$ cat src/rtl/if_id_queue.sv
`default_nettype none
//==============================================================================
// Module      : if_id_queue
// Description : Decoupling FIFO between the IF and ID stages with flush.
//               Optional occupancy statistics under IF_ID_QUEUE_STATS_EN.
// Revision    : 1.0 - initial release
//==============================================================================
`ifndef ADDRESS_LEN
`define ADDRESS_LEN 32
`endif

module if_id_queue #(
    parameter int DEPTH = 4,
    parameter int WIDTH = `ADDRESS_LEN
) (
    input  logic                       clk,
    input  logic                       rst,
    input  logic                       flush,
    input  logic                       in_valid,
    input  logic [WIDTH-1:0]           in_pc,
    input  logic [WIDTH-1:0]           in_instruction,
    output logic                       in_ready,
    output logic                       out_valid,
    output logic [WIDTH-1:0]           out_pc,
    output logic [WIDTH-1:0]           out_instruction,
    input  logic                       out_ready,
    output logic [$clog2(DEPTH):0]     count
`ifdef IF_ID_QUEUE_STATS_EN
    ,
    output logic [15:0]                flush_count,
    output logic [15:0]                stall_count
`endif
);

    localparam int c_PTR_W = $clog2(DEPTH);
    localparam int c_CNT_W = c_PTR_W + 1;
    localparam logic [c_CNT_W-1:0] c_FULL = c_CNT_W'(DEPTH);

    logic [WIDTH-1:0]   r_store_pc    [DEPTH];
    logic [WIDTH-1:0]   r_store_instr [DEPTH];
    logic [c_PTR_W-1:0] r_wr_ptr;
    logic [c_PTR_W-1:0] r_rd_ptr;
    logic [c_CNT_W-1:0] r_count;

    logic w_push;
    logic w_pop;

    // Handshake flags come only from registered occupancy.
    assign in_ready  = (r_count != c_FULL);
    assign out_valid = (r_count != '0);
    assign w_push    = in_valid && in_ready;
    assign w_pop     = out_valid && out_ready;
    assign count     = r_count;

    assign out_pc          = out_valid ? r_store_pc[r_rd_ptr]    : '0;
    assign out_instruction = out_valid ? r_store_instr[r_rd_ptr] : '0;

    always_ff @(posedge clk) begin
        if (rst || flush) begin
            r_wr_ptr <= '0;
            r_rd_ptr <= '0;
            r_count  <= '0;
        end else begin
            if (w_push) begin
                r_wr_ptr <= r_wr_ptr + 1'b1;
            end
            if (w_pop) begin
                r_rd_ptr <= r_rd_ptr + 1'b1;
            end
            case ({w_push, w_pop})
                2'b10:   r_count <= r_count + 1'b1;
                2'b01:   r_count <= r_count - 1'b1;
                default: r_count <= r_count;
            endcase
        end
    end

    // Storage is left uncleared; emptiness masks stale contents at the outputs.
    always_ff @(posedge clk) begin
        if (w_push && !rst && !flush) begin
            r_store_pc[r_wr_ptr]    <= in_pc;
            r_store_instr[r_wr_ptr] <= in_instruction;
        end
    end

`ifdef IF_ID_QUEUE_STATS_EN
    logic [15:0] r_flush_count;
    logic [15:0] r_stall_count;

    always_ff @(posedge clk) begin
        if (rst) begin
            r_flush_count <= '0;
            r_stall_count <= '0;
        end else begin
            if (flush && (r_flush_count != 16'hFFFF)) begin
                r_flush_count <= r_flush_count + 1'b1;
            end
            if (in_valid && !in_ready && (r_stall_count != 16'hFFFF)) begin
                r_stall_count <= r_stall_count + 1'b1;
            end
        end
    end

    assign flush_count = r_flush_count;
    assign stall_count = r_stall_count;
`endif

endmodule

`default_nettype wire

$ cat config.mk
export PLATFORM = sky130hd
export DESIGN_NAME = if_id_queue
export DESIGN_NICKNAME = d
export VERILOG_FILES = /design/src/rtl/if_id_queue.sv
export SDC_FILE = /design/constraint.sdc
export NUM_CORES = 1
export LEC_CHECK = 0
export CORE_MARGIN = 4
export CORE_UTILIZATION = 35
export CTS_CLUSTER_SIZE = 24
export DETAILED_ROUTE_END_ITERATION = 12
export PLACE_DENSITY = 0.62
export REMOVE_ABC_BUFFERS = 1
export SLEW_MARGIN = 20
export SYNTH_ARGS = -nofsm -noshare
export SYNTH_HDL_FRONTEND = slang
export SYNTH_SLANG_ARGS = --single-unit
export TNS_END_PERCENT = 30
$ cat constraint.sdc
create_clock -name clk -period 5.6 [get_ports clk]
set_input_delay 1.4 -clock clk [delete_from_list [all_inputs] [get_ports clk]]
set_output_delay 1.4 -clock clk [all_outputs]
set_load 0.03 [all_outputs]
**Yosys cells after proc, flatten, opt, wreduce, memory -nomap -nowiden**

Memories as Yosys holds them, arrays and structs flattened. A register that Yosys moved wholly into a read port is not among the register bits.
Index checks and enable logic that the tools add are counted.

- Muxes and demuxes: 9
- Reductions and logical operators: 9
- Add/subtract/negate cells: 4
- Equality and inequality tests: 3

Operators with widths:

| cell | count |
|---|---|
| $mux W32 | 2 |
| $mux W2 | 4 |
| $pmux W3 S2 | 1 |
| $add A2 B1 Y2 const B | 2 |
| $logic_and A1 B1 Y1 | 4 |
| $add A3 B1 Y3 const B | 1 |
| $ne A3 B3 Y1 const B | 1 |
| $reduce_bool A3 Y1 | 1 |
| $sub A3 B1 Y3 const B | 1 |
| $eq A2 B1 Y1 const B | 1 |
| $eq A2 B2 Y1 const B | 1 |
| $logic_not A1 Y1 | 2 |
| $mux W1 | 2 |
| $reduce_bool A2 Y1 | 1 |
| $logic_or A1 B1 Y1 | 1 |

- Bits in writable memories: 256
- Memories kept: 2
- Output and inout bits: 69
- Bits of input ports: 69
- Bits in registers: 7
- Logic and storage cells: 30

Memories:

| name | words | bits a word | rd ports | clocked after memory_dff | wr ports | RTL line | RTL |
|---|---|---|---|---|---|---|---|
| r_store_instr | 4 | 32 | 1 | 1 | 1 | 40 | `logic [WIDTH-1:0] r_store_instr [DEPTH];` |
| r_store_pc | 4 | 32 | 1 | 1 | 1 | 39 | `logic [WIDTH-1:0] r_store_pc [DEPTH];` |

**Longest topological paths before layout**

Gate-level depths: netlist of the first run.

- Depth in word-level cells: 6
- Depth in mapped cells: 10
- Gate-level depth less buffers: 9

**Worst setup path before layout of the first run**

No wires, ideal clock.

- Kind: input port to flip-flop
- Start point: in in_valid
- End point: reg r_count[2], in the netlist count[2]
- Arrival: 2927 ps
- Cell stages on the path: 9
- Setup slack: 2603 ps
- Required time: 5530 ps
- Setup time: 70 ps
- Path buffers: 1
- Cell sequence: and2_4 -> buf_6 -> inv_1 -> ha_1 -> inv_1 -> fa_1 -> xor2_1 -> or3_2 -> a21oi_1

- Longest elaborated chain between the ends: 3
- Elaborated cells on any way between the ends: 5
- Classes of those cells: 2 x eq/ne; 1 x mux; 2 x reduce/logical

RTL lines:

| item | RTL line | RTL |
|---|---|---|
| start, declared | 19 | `input logic in_valid,` |
| $logic_and A1 B1 Y1 * | 51 | `assign w_push = in_valid && in_ready;` |
| $eq A2 B1 Y1 / $eq A2 B2 Y1 (equally long branches) | 70 | `case ({w_push, w_pop})` |
| $pmux W3 S2 / $reduce_bool A2 Y1 (equally long branches) | - |  |
| end signal, assigned | 71 | `2'b10: r_count <= r_count + 1'b1;` |
| end signal, assigned | 72 | `2'b01: r_count <= r_count - 1'b1;` |
| end signal, assigned | 73 | `default: r_count <= r_count;` |
| end, declared | 43 | `logic [c_CNT_W-1:0] r_count;` |

Every way passes the cells marked *; elsewhere a longest branch is shown, timed or not.
A chain may end at the register's enable or synchronous reset.

==> out/summary.txt, run 1 <==
status = completed
first-pass GRT wire length = 30.71 mm
largest family of logic cells by synthesized area = multiplexers
RSZ-0062 raised after global routing = false
post-synthesis compound-gate area fraction = 0.004305
Yosys reg bits = 265
Die Wd = 178.5 um
total power = 4221 uW
slew margin rel. = 0.3099
hold_sp = r_wr_ptr[0]
Post-Synth XOR/XNOR Area = 0.003444
clk slew on worst S/H paths = 0.06 ns
Worst R2R Start = count[2]
Final Hold Viols = 0
# port buffers = 137
Worst Max-Slew Pin Slew = 1.035 ns
Max Slew Vio Count = 0
GR Util met3 = 0.03095
cts hold-fix bufs = 0
Sum Neg Setup Slack = 0 ns
layer carrying the most global-route usage = met2
final clock skew = 0.005763 ns
CTS Root Cell = clkbuf_16
post-synthesis mux area share = 0.1427
via count = 4,765
initial antenna violation count = 2
clk sink count = 265
1st-pass router iterations = 6
slowest stage delay, CP = 0.75 ns
GRT overflow = 0
worst hold slack = 0.5190 ns
number of global-route vias before repair = 5,376
Post-CTS Setup Bufs = 0
WL final = 19.67 mm
post-synthesis simple-gate area fraction = 0.05018
Diodes inserted = 0
drt initial violations = 327
post-route minimum period = 4.441 ns
Critical Path RT = 4.20 ns
mean routed wirelength per cell = 19.49 um
hpwl dp = 11.21 mm
design area = 12,780 um2
maxcap violations = 0
total CTS buffers = 27
routability cong. = 0.7221
startpoint types = flip-flop
Min-Delay Path Depth = 2
Synth Area in Adders = 0.008117
Yosys cell types = 27
IO Pins = 138
period utilization = 0.7931
Fmax achieved = 0.2252 GHz
CP max FO = 34
Min-Delay Path Class = flip-flop to flip-flop
Total GRT Usage = 0.1245
Core Rows = 62
Ys Warns = 0
worst setup margin = 1.159 ns
sequential cell area fraction in the yosys report = 0.7733
Leak Pwr = 0.003979 uW
# fillers = 2,436
R2R Path End = count[2]
Via density = 4.722
Setup crit end kind = output pin
CTS Buffer Depth = 3
Worst Path Class, Setup = flip-flop to output pin
setup violators final = 0
cts repair resizes = 0
Place WS = 1.621 ns
crit-path cells = buf_12 -> mux4_2 -> and2_1 -> clkdlybuf4s50_1
worst-skew pair later-pin latency = 0.52 ns
largest net degree at the start of global routing = 65
CTS tree = done
Synth Area per Inst = 22.16 um2
met2 usage = 0.2098
DP Area = 11,920 um2
critical path arrival = 3.04 ns
CTS H-tree lvls = 1
Layout area overhead = 25.62%
Reg2Reg Setup Slack = 3.06 ns
initial core utilization = 0.3544
Post-Synthesis Cells = 459
post-route ant nets = 0
Die Y = 178.5 um
crit path buf inv count = 2
Hold EP = r_wr_ptr[0]
core box area = 28,700 um2
critical path's slowest cell = dfxtp_4
share of layout cells above drive strength 1 = 0.1888
FF-to-FF path depth = 9
met1 Track Usage GR = 0.1641
DRC = 0
family with the most delay on the worst path = buffers and inverters
final net count = 679
die area = 31,860 um2
PD cells = 330.3 nW/um2
Synth Cell Area = 10,170 um2
maximum VDD drop = 0.1506 mV
Yosys cell counts, drive strengths merged:
master | count | area share
fa | 1 | 0.0020
dfxtp | 9 | 0.018
mux2i | 1 | 0.00098
and3 | 4 | 0.0030
buf | 14 | 0.012
nor2 | 7 | 0.0026
a21oi | 2 | 0.00098
or2 | 1 | 0.00062
and2 | 65 | 0.040
nand4 | 1 | 0.00062
clkbuf | 9 | 0.0033
ha | 5 | 0.0061
mux4 | 64 | 0.14
nand2 | 2 | 0.00074
xor2 | 4 | 0.0034
or3 | 2 | 0.0014
inv | 7 | 0.0026
o21ai | 1 | 0.00049
edfxtp | 256 | 0.76
or3b | 1 | 0.0011
o31ai | 2 | 0.0020
o311ai | 1 | 0.00086
worst max-delay path by stage:
stage / to / slack, ns / cells after the start
final: out_pc[22] / 1.16 / 4
after CTS: out_pc[22] / 1.05 / 4
after detailed placement: out_instruction[28] / 1.62 / 4
after global placement: out_pc[11] / 1.63 / 4
after global routing: out_pc[22] / 0.93 / 4
after floorplan: out_instruction[0] / 0.56 / 2
cells by family (layout without fill, tap and decap cells):
kind of cell | count (synthesis) | count (layout)
adders and majority gates | 6 | 6
xor gates and xnor gates | 4 | 4
DFF | 265 | 265
muxes | 65 | 65
and+or+nand+nor | 83 | 83
buffers and inverters | 30 | 196
AOI/OAI and AO/OA | 6 | 6
power by group:
group,leakage [uW],total [uW],switching (uW),internal (uW)
Combinational,0.00117,283,149,134
Sequential,0.00239,2200,9.73,2190
Clock,0.000426,1730,715,1020
metal layers:
layer / vias up / share of wire
met5: - / 0.0014
met2: 127 / 0.50
li1: 2150 / -
met3: 35 / 0.060
met4: 4 / 0.017
met1: 2449 / 0.42
area by class of cell:
cell class / instances / area (um2) / area share
Timing Repair Buffer: 139 / 1399 / 0.1095
Tap cell: 384 / 480.5 / 0.03760
Multi-Input combinational cell: 164 / 2140 / 0.1674
Clock inverter: 20 / 172.7 / 0.01351
Inverter: 7 / 26.28 / 0.002056
Sequential cell: 265 / 7875 / 0.6162
Clock buffer: 30 / 686.9 / 0.05375
worst min-delay path, stage by stage (launching register included):
cell and delay, ns:
dfxtp_1 0.34, nand2_1 0.07, mux2i_1 0.06
metrics by stage:
stage,cells,util
after global routing,1009,0.4452
final,1009,0.4452
after detailed placement,959,0.4153
after CTS,1009,0.4452
after global placement,959,0.4153
after floorplan,436,-
cells in the final DEF, fill, tap and decap left out, types with 4 or more instances in the layout:
cell	n
clkinv_1	7
nor2_1	7
edfxtp_1	256
mux4_2	64
clkbuf_16	27
and2_1	64
xor2_1	4
and3_4	4
ha_1	5
dfxtp_1	7
inv_1	7
clkinv_2	8
clkdlybuf4s50_1	137
registers in the layout (all words and copies together) (netlist names), named ones only:
signal         count
count              3
r_rd_ptr           2
r_store_instr    128
r_store_pc       128
r_wr_ptr           2
No activity file was read; power rests on OpenSTA's default activity.
==> inputs of run 2 (changes only) <==
clock period = 4.6 ns   (was 5.6 ns; I/O delays follow)
==> run 2 against run 1 <==
Sequential power up 22%. Clock power grew 25%. Total power rose by 23%. Cell count is essentially flat. Count of clock-buffer cells in the layout grew 3. Critical path depth shrank 1. Hold slack got worse by 0.0056 ns. Sequential share of layout area fell by 0.20 points. Setup slack got worse by 0.47 ns. Sequential cell count unchanged.
==> out/summary.txt, run 2 (synthesis gave the netlist of run 1 again) <==
status = completed (unchanged)
critical path's slowest cell = dfxtp_4 (unchanged)
clk sink count = 265 (unchanged)
Via density = 4.736 (was 4.722)
1st-pass router iterations = 4 (was 6)
# port buffers = 137 (unchanged)
RSZ-0062 raised after global routing = false (unchanged)
slew margin rel. = 0.3010 (was 0.3099)
mean routed wirelength per cell = 19.17 um (was 19.49 um)
CTS tree = done (unchanged)
PD cells = 405.7 nW/um2 (was 330.3 nW/um2)
Leak Pwr = 0.003988 uW (was 0.003979 uW)
Post-CTS Setup Bufs = 0 (unchanged)
crit path buf inv count = 1 (was 2)
CTS Root Cell = clkbuf_16 (unchanged)
final net count = 679 (unchanged)
worst-skew pair later-pin latency = 0.52 ns (about the same)
worst hold slack = 0.5135 ns (was 0.5190 ns)
number of global-route vias before repair = 5,356 (was 5,376)
hpwl dp = 10.93 mm (was 11.21 mm)
Final Hold Viols = 0 (unchanged)
maximum VDD drop = 0.2551 mV (was 0.1506 mV)
IO Pins = 138 (unchanged)
CTS Buffer Depth = 3 (unchanged)
Critical Path RT = 3.45 ns (was 4.20 ns)
slowest stage delay, CP = 1.00 ns (was 0.75 ns)
Min-Delay Path Class = flip-flop to flip-flop (unchanged)
cts repair resizes = 0 (unchanged)
CTS H-tree lvls = 1 (unchanged)
drt initial violations = 301 (was 327)
initial antenna violation count = 0 (was 2)
Worst Max-Slew Pin Slew = 1.048 ns (was 1.035 ns)
period utilization = 0.8506
critical path arrival = 2.76 ns (was 3.04 ns)
Multi-input gate area = 2143 um2 (was 2140 um2)
FF+latch area = 7875 um2 (unchanged)
post-route ant nets = 0 (unchanged)
Total GRT Usage = 0.1205 (was 0.1245)
commonest non-fill, non-tap cell in the layout = edfxtp_1 (unchanged)
Diodes inserted = 0 (unchanged)
met1 Track Usage GR = 0.1534 (was 0.1641)
layer carrying the most global-route usage = met2 (unchanged)
Layout area overhead = 26.04% (was 25.62%)
clk slew on worst S/H paths = 0.06 ns (about the same)
Die Y = 178.5 um (unchanged)
maxcap violations = 0 (unchanged)
WL final = 19.36 mm (was 19.67 mm)
family with the most delay on the worst path = flip-flops (was buffers and inverters)
initial core utilization = 0.3544 (unchanged)
worst setup margin = 0.6872 ns (was 1.159 ns)
Place WS = 0.9897 ns (was 1.621 ns)
share of layout cells above drive strength 1 = 0.1869 (was 0.1888)
routability cong. = 0.7112 (was 0.7221)
first-pass GRT wire length = 29.65 mm (was 30.71 mm)
Die Wd = 178.5 um (unchanged)
via count = 4,783 (was 4,765)
core box area = 28,700 um2 (unchanged)
Setup crit end kind = output pin (unchanged)
Core Rows = 62 (unchanged)
CP max FO = 64 (was 34)
post-route minimum period = 3.913 ns
setup violators final = 0 (unchanged)
total CTS buffers = 28 (was 27)
met2 usage = 0.2081 (was 0.2098)
final clock skew = 0.01035 ns (was 0.005763 ns)
die area = 31,860 um2 (unchanged)
Worst Path Class, Setup = flip-flop to output pin (unchanged)
largest net degree at the start of global routing = 66 (was 65)
crit-path cells = mux4_2 -> and2_1 -> clkdlybuf4s50_1 (was buf_12 -> mux4_2 -> and2_1 -> clkdlybuf4s50_1)
DRC = 0 (unchanged)
Max Slew Vio Count = 0 (unchanged)
commonest non-fill, non-tap cells in the layout = 256 x edfxtp_1, 137 x clkdlybuf4s50_1, 64 x mux4_2, 64 x and2_1, 29 x clkbuf_16 (was 256 x edfxtp_1, 137 x clkdlybuf4s50_1, 64 x mux4_2, 64 x and2_1, 27 x clkbuf_16)
startpoint types = flip-flop (unchanged)
# fillers = 2,465 (was 2,436)
cts hold-fix bufs = 0 (unchanged)
GRT overflow = 0 (unchanged)
Fmax achieved = 0.2556 GHz
total power = 5202 uW (was 4221 uW)
GR Util met3 = 0.03243 (was 0.03095)
run 2: per-layer routing:
| layer | up-vias | part of all wire |
|---|---|---|
| met1 | 2486 | 0.42 |
| met5 | - | 0 |
| li1 | 2146 | - |
| met4 | 0 | 0.014 |
| met3 | 28 | 0.063 |
| met2 | 123 | 0.50 |
run 2: layout make-up:
class | count | share of cell area
well taps | 384 | 0.03747
clock inverters | 19 | 0.01288
multi-input cells | 164 | 0.1672
inverters | 7 | 0.002049
repair buffers | 138 | 0.1085
clock buffers | 33 | 0.05777
flip-flops and latches | 265 | 0.6142
run 2: metrics by stage:
stage                 util  cell area (um2)  instances  setup TNS (ns)
detailed placement  0.4150            11910        958               0
global route        0.4467            12820       1010               0
CTS                 0.4466            12820       1010               0
floorplan                -            10020        436          -11.90
global placement    0.4150            11910        958               0
finish              0.4467            12820       1010               0
run 2: where the power goes:
group	internal (uW)	total (uW)	switching (uW)	leakage, uW
clock network	1310	2170	862	0.000441
logic	163	348	185	0.00116
registers	2670	2680	7.96	0.00239
total	4150	5200	1050	0.00399
run 2: path summary, 6_finish.rpt:
check                                  from                 end  slack [ns]  cells after the start
worst max register to register     count[2]            count[2]        2.04                      9
worst min register to register  r_wr_ptr[0]         r_wr_ptr[0]        0.51                      2
worst max-delay path              flip-flop  out_instruction[8]        0.69                      3
worst min-delay path            r_wr_ptr[0]         r_wr_ptr[0]        0.51                      2
run 2: worst reg2reg max path: stages (launching register included):
cell,delay [ns]
dfxtp_1,0.43
or3b_4,0.44
and2_4,0.20
inv_1,0.06
ha_1,0.18
inv_1,0.07
fa_1,0.39
xor2_1,0.16
or3_2,0.41
a21oi_1,0.14
==> inputs of run 3 (changes only) <==
CORE_MARGIN = 2   (was 4)
CORE_UTILIZATION = 59   (was 35)
PLACE_DENSITY = 0.92   (was 0.62)
clock period = 4.9 ns   (was 4.6 ns; I/O delays follow)
==> run 3 against run 2 <==
Clock power down 6%. Sequential cell count stayed put. Critical endpoint is now out_pc[24]. Sequential power fell by 6%. Setup slack better by 0.037 ns. Critical path type unchanged. Clock skew rose by 0.00069 ns.
==> out/summary.txt, run 3 (synthesis gave the netlist of run 1 again) <==
worst hold slack = 0.5402 ns (was 0.5135 ns)
PD cells = 387.1 nW/um2 (was 405.7 nW/um2)
commonest non-fill, non-tap cell in the layout = edfxtp_1 (unchanged)
mean routed wirelength per cell = 22.04 um (was 19.17 um)
CTS Root Cell = clkbuf_16 (unchanged)
Finished Layout Cells = 848 (was 1,010)
DRC = 0 (unchanged)
worst-skew pair later-pin latency = 0.51 ns (was 0.52 ns)
final clock skew = 0.01104 ns (was 0.01035 ns)
die area = 18,310 um2 (was 31,860 um2)
crit-path cells = buf_12 -> mux4_2 -> and2_1 -> clkdlybuf4s50_1 (was mux4_2 -> and2_1 -> clkdlybuf4s50_1)
hold_sp = r_rd_ptr[1] (was r_wr_ptr[0])
Worst Path Class, Setup = flip-flop to output pin (unchanged)
CTS Buffer Depth = 3 (unchanged)
status = completed (unchanged)
maximum VDD drop = 0.3457 mV (was 0.2551 mV)
IO Pins = 138 (unchanged)
clk slew on worst S/H paths = 0.06 ns (about the same)
final net count = 677 (was 679)
period utilization = 0.8522
Min-Delay Path Class = flip-flop to flip-flop (unchanged)
CP max FO = 40 (was 64)
drt initial violations = 364 (was 301)
CTS tree = done (unchanged)
slew margin rel. = 0.3231 (was 0.3010)
Layout area overhead = 24.01% (was 26.04%)
number of global-route vias before repair = 5,211 (was 5,356)
critical path arrival = 2.95 ns (was 2.76 ns)
initial core utilization = 0.5965 (was 0.3544)
RSZ-0062 raised after global routing = false (unchanged)
Setup crit end kind = output pin (unchanged)
Post-CTS Setup Bufs = 0 (unchanged)
Die Y = 135.3 um (was 178.5 um)
clk sink count = 265 (unchanged)
setup violators final = 0 (unchanged)
Post-Place Cells = 799 (was 958)
largest net degree at the start of global routing = 66 (unchanged)
FF-to-FF path depth = 9 (unchanged)
Critical Path RT = 3.67 ns (was 3.45 ns)
first-pass GRT wire length = 28.77 mm (was 29.65 mm)
family with the most delay on the worst path = buffers and inverters (was flip-flops)
crit path buf inv count = 2 (was 1)
total CTS buffers = 26 (was 28)
Reg2Reg Setup Slack = 2.36 ns (was 2.04 ns)
share of layout cells above drive strength 1 = 0.1849 (was 0.1869)
commonest non-fill, non-tap cells in the layout = 256 x edfxtp_1, 137 x clkdlybuf4s50_1, 64 x mux4_2, 64 x and2_1, 27 x clkbuf_16 (was 256 x edfxtp_1, 137 x clkdlybuf4s50_1, 64 x mux4_2, 64 x and2_1, 29 x clkbuf_16)
GRT overflow = 0 (unchanged)
Fmax achieved = 0.2395 GHz
Final Hold Viols = 0 (unchanged)
WL final = 18.69 mm (was 19.36 mm)
routability cong. = 0.7042 (was 0.7112)
hpwl dp = 10.44 mm (was 10.93 mm)
Place WS = 1.209 ns (was 0.9897 ns)
Leak Pwr = 0.003985 uW (was 0.003988 uW)
Total GRT Usage = 0.2076 (was 0.1205)
core box area = 17,060 um2 (was 28,700 um2)
CTS H-tree lvls = 1 (unchanged)
startpoint types = flip-flop (unchanged)
1st-pass router iterations = 5 (was 4)
Hold EP = r_rd_ptr[1] (was r_wr_ptr[0])
Max Slew Vio Count = 0 (unchanged)
cts repair resizes = 0 (unchanged)
slowest stage delay, CP = 0.67 ns (was 1.00 ns)
via count = 4,837 (was 4,783)
maxcap violations = 0 (unchanged)
Worst R2R Start = count[2] (unchanged)
Via density = 5.704 (was 4.736)
critical path's slowest cell = dfxtp_4 (unchanged)
Die Wd = 135.3 um (was 178.5 um)
initial antenna violation count = 1 (was 0)
R2R Path End = count[2] (unchanged)
# port buffers = 137 (unchanged)
Min-Delay Path Depth = 2 (unchanged)
post-route ant nets = 0 (unchanged)
post-route minimum period = 4.176 ns
worst setup margin = 0.7244 ns (was 0.6872 ns)
Worst Max-Slew Pin Slew = 1.015 ns (was 1.048 ns)
Core Rows = 48 (was 62)
Sum Neg Setup Slack = 0 ns (unchanged)
cts hold-fix bufs = 0 (unchanged)
[run 3: cell count changes in the layout (fill, tap and decap cells not counted)]
| cell | delta |
|---|---|
| clkinvlp_4 | -1 |
| diode_2 | +1 |
| clkbuf_1 | -1 |
| bufinv_16 | +2 |
| clkinv_1 | -1 |
| clkinv_2 | -1 |
| clkbuf_16 | -2 |
[run 3: final cells by class]
cell class                 count  area (um2)
clock inverter                18       209.0
tap                          225       281.5
clock buffer                  30       686.9
multi-input combinational    164        2143
timing repair buffer         138        1391
sequential                   265        7875
inverter                       7       26.28
antenna                        1       2.502
fill                         998        4441
[run 3: per-stage QoR]
stage	total power, uW	instance area [um2]	utilization
floorplan	2721	10020	-
global placement	2880	11710	0.6868
detailed placement	2892	11710	0.6868
CTS	4923	12610	0.7393
global route	5022	12610	0.7395
finish	4883	12620	0.7397
[run 3: how the worst max path moves through the flow]
stage	from	to	depth (start not counted)
5_1_grt	flip-flop	out_pc[12]	4
3_3_place_gp	flip-flop	out_pc[28]	4
4_1_cts	flip-flop	out_pc[24]	4
6_report	flip-flop	out_pc[24]	4
3_5_place_dp	flip-flop	out_pc[28]	4
2_1_floorplan	flip-flop	out_instruction[0]	2
[run 3: where the power goes]
part	total (uW)	switching, uW	internal (uW)
clock network	2040	777	1260
logic	324	171	153
registers	2520	11.5	2510
total	4880	959	3920
[run 3: tightest hold or removal path, cell delays in order, from the launching register on]
cell,delay (ns)
dfxtp_1,0.32
xor2_1,0.06
nor2_1,0.11
[run 3: layer usage]
layer	vias up	track usage	wire (um)
met4	0	0.04630	263
li1	2141	-	-
met5	-	0	0
met2	173	0.3522	9585
met1	2497	0.2839	7600
met3	26	0.04340	1238
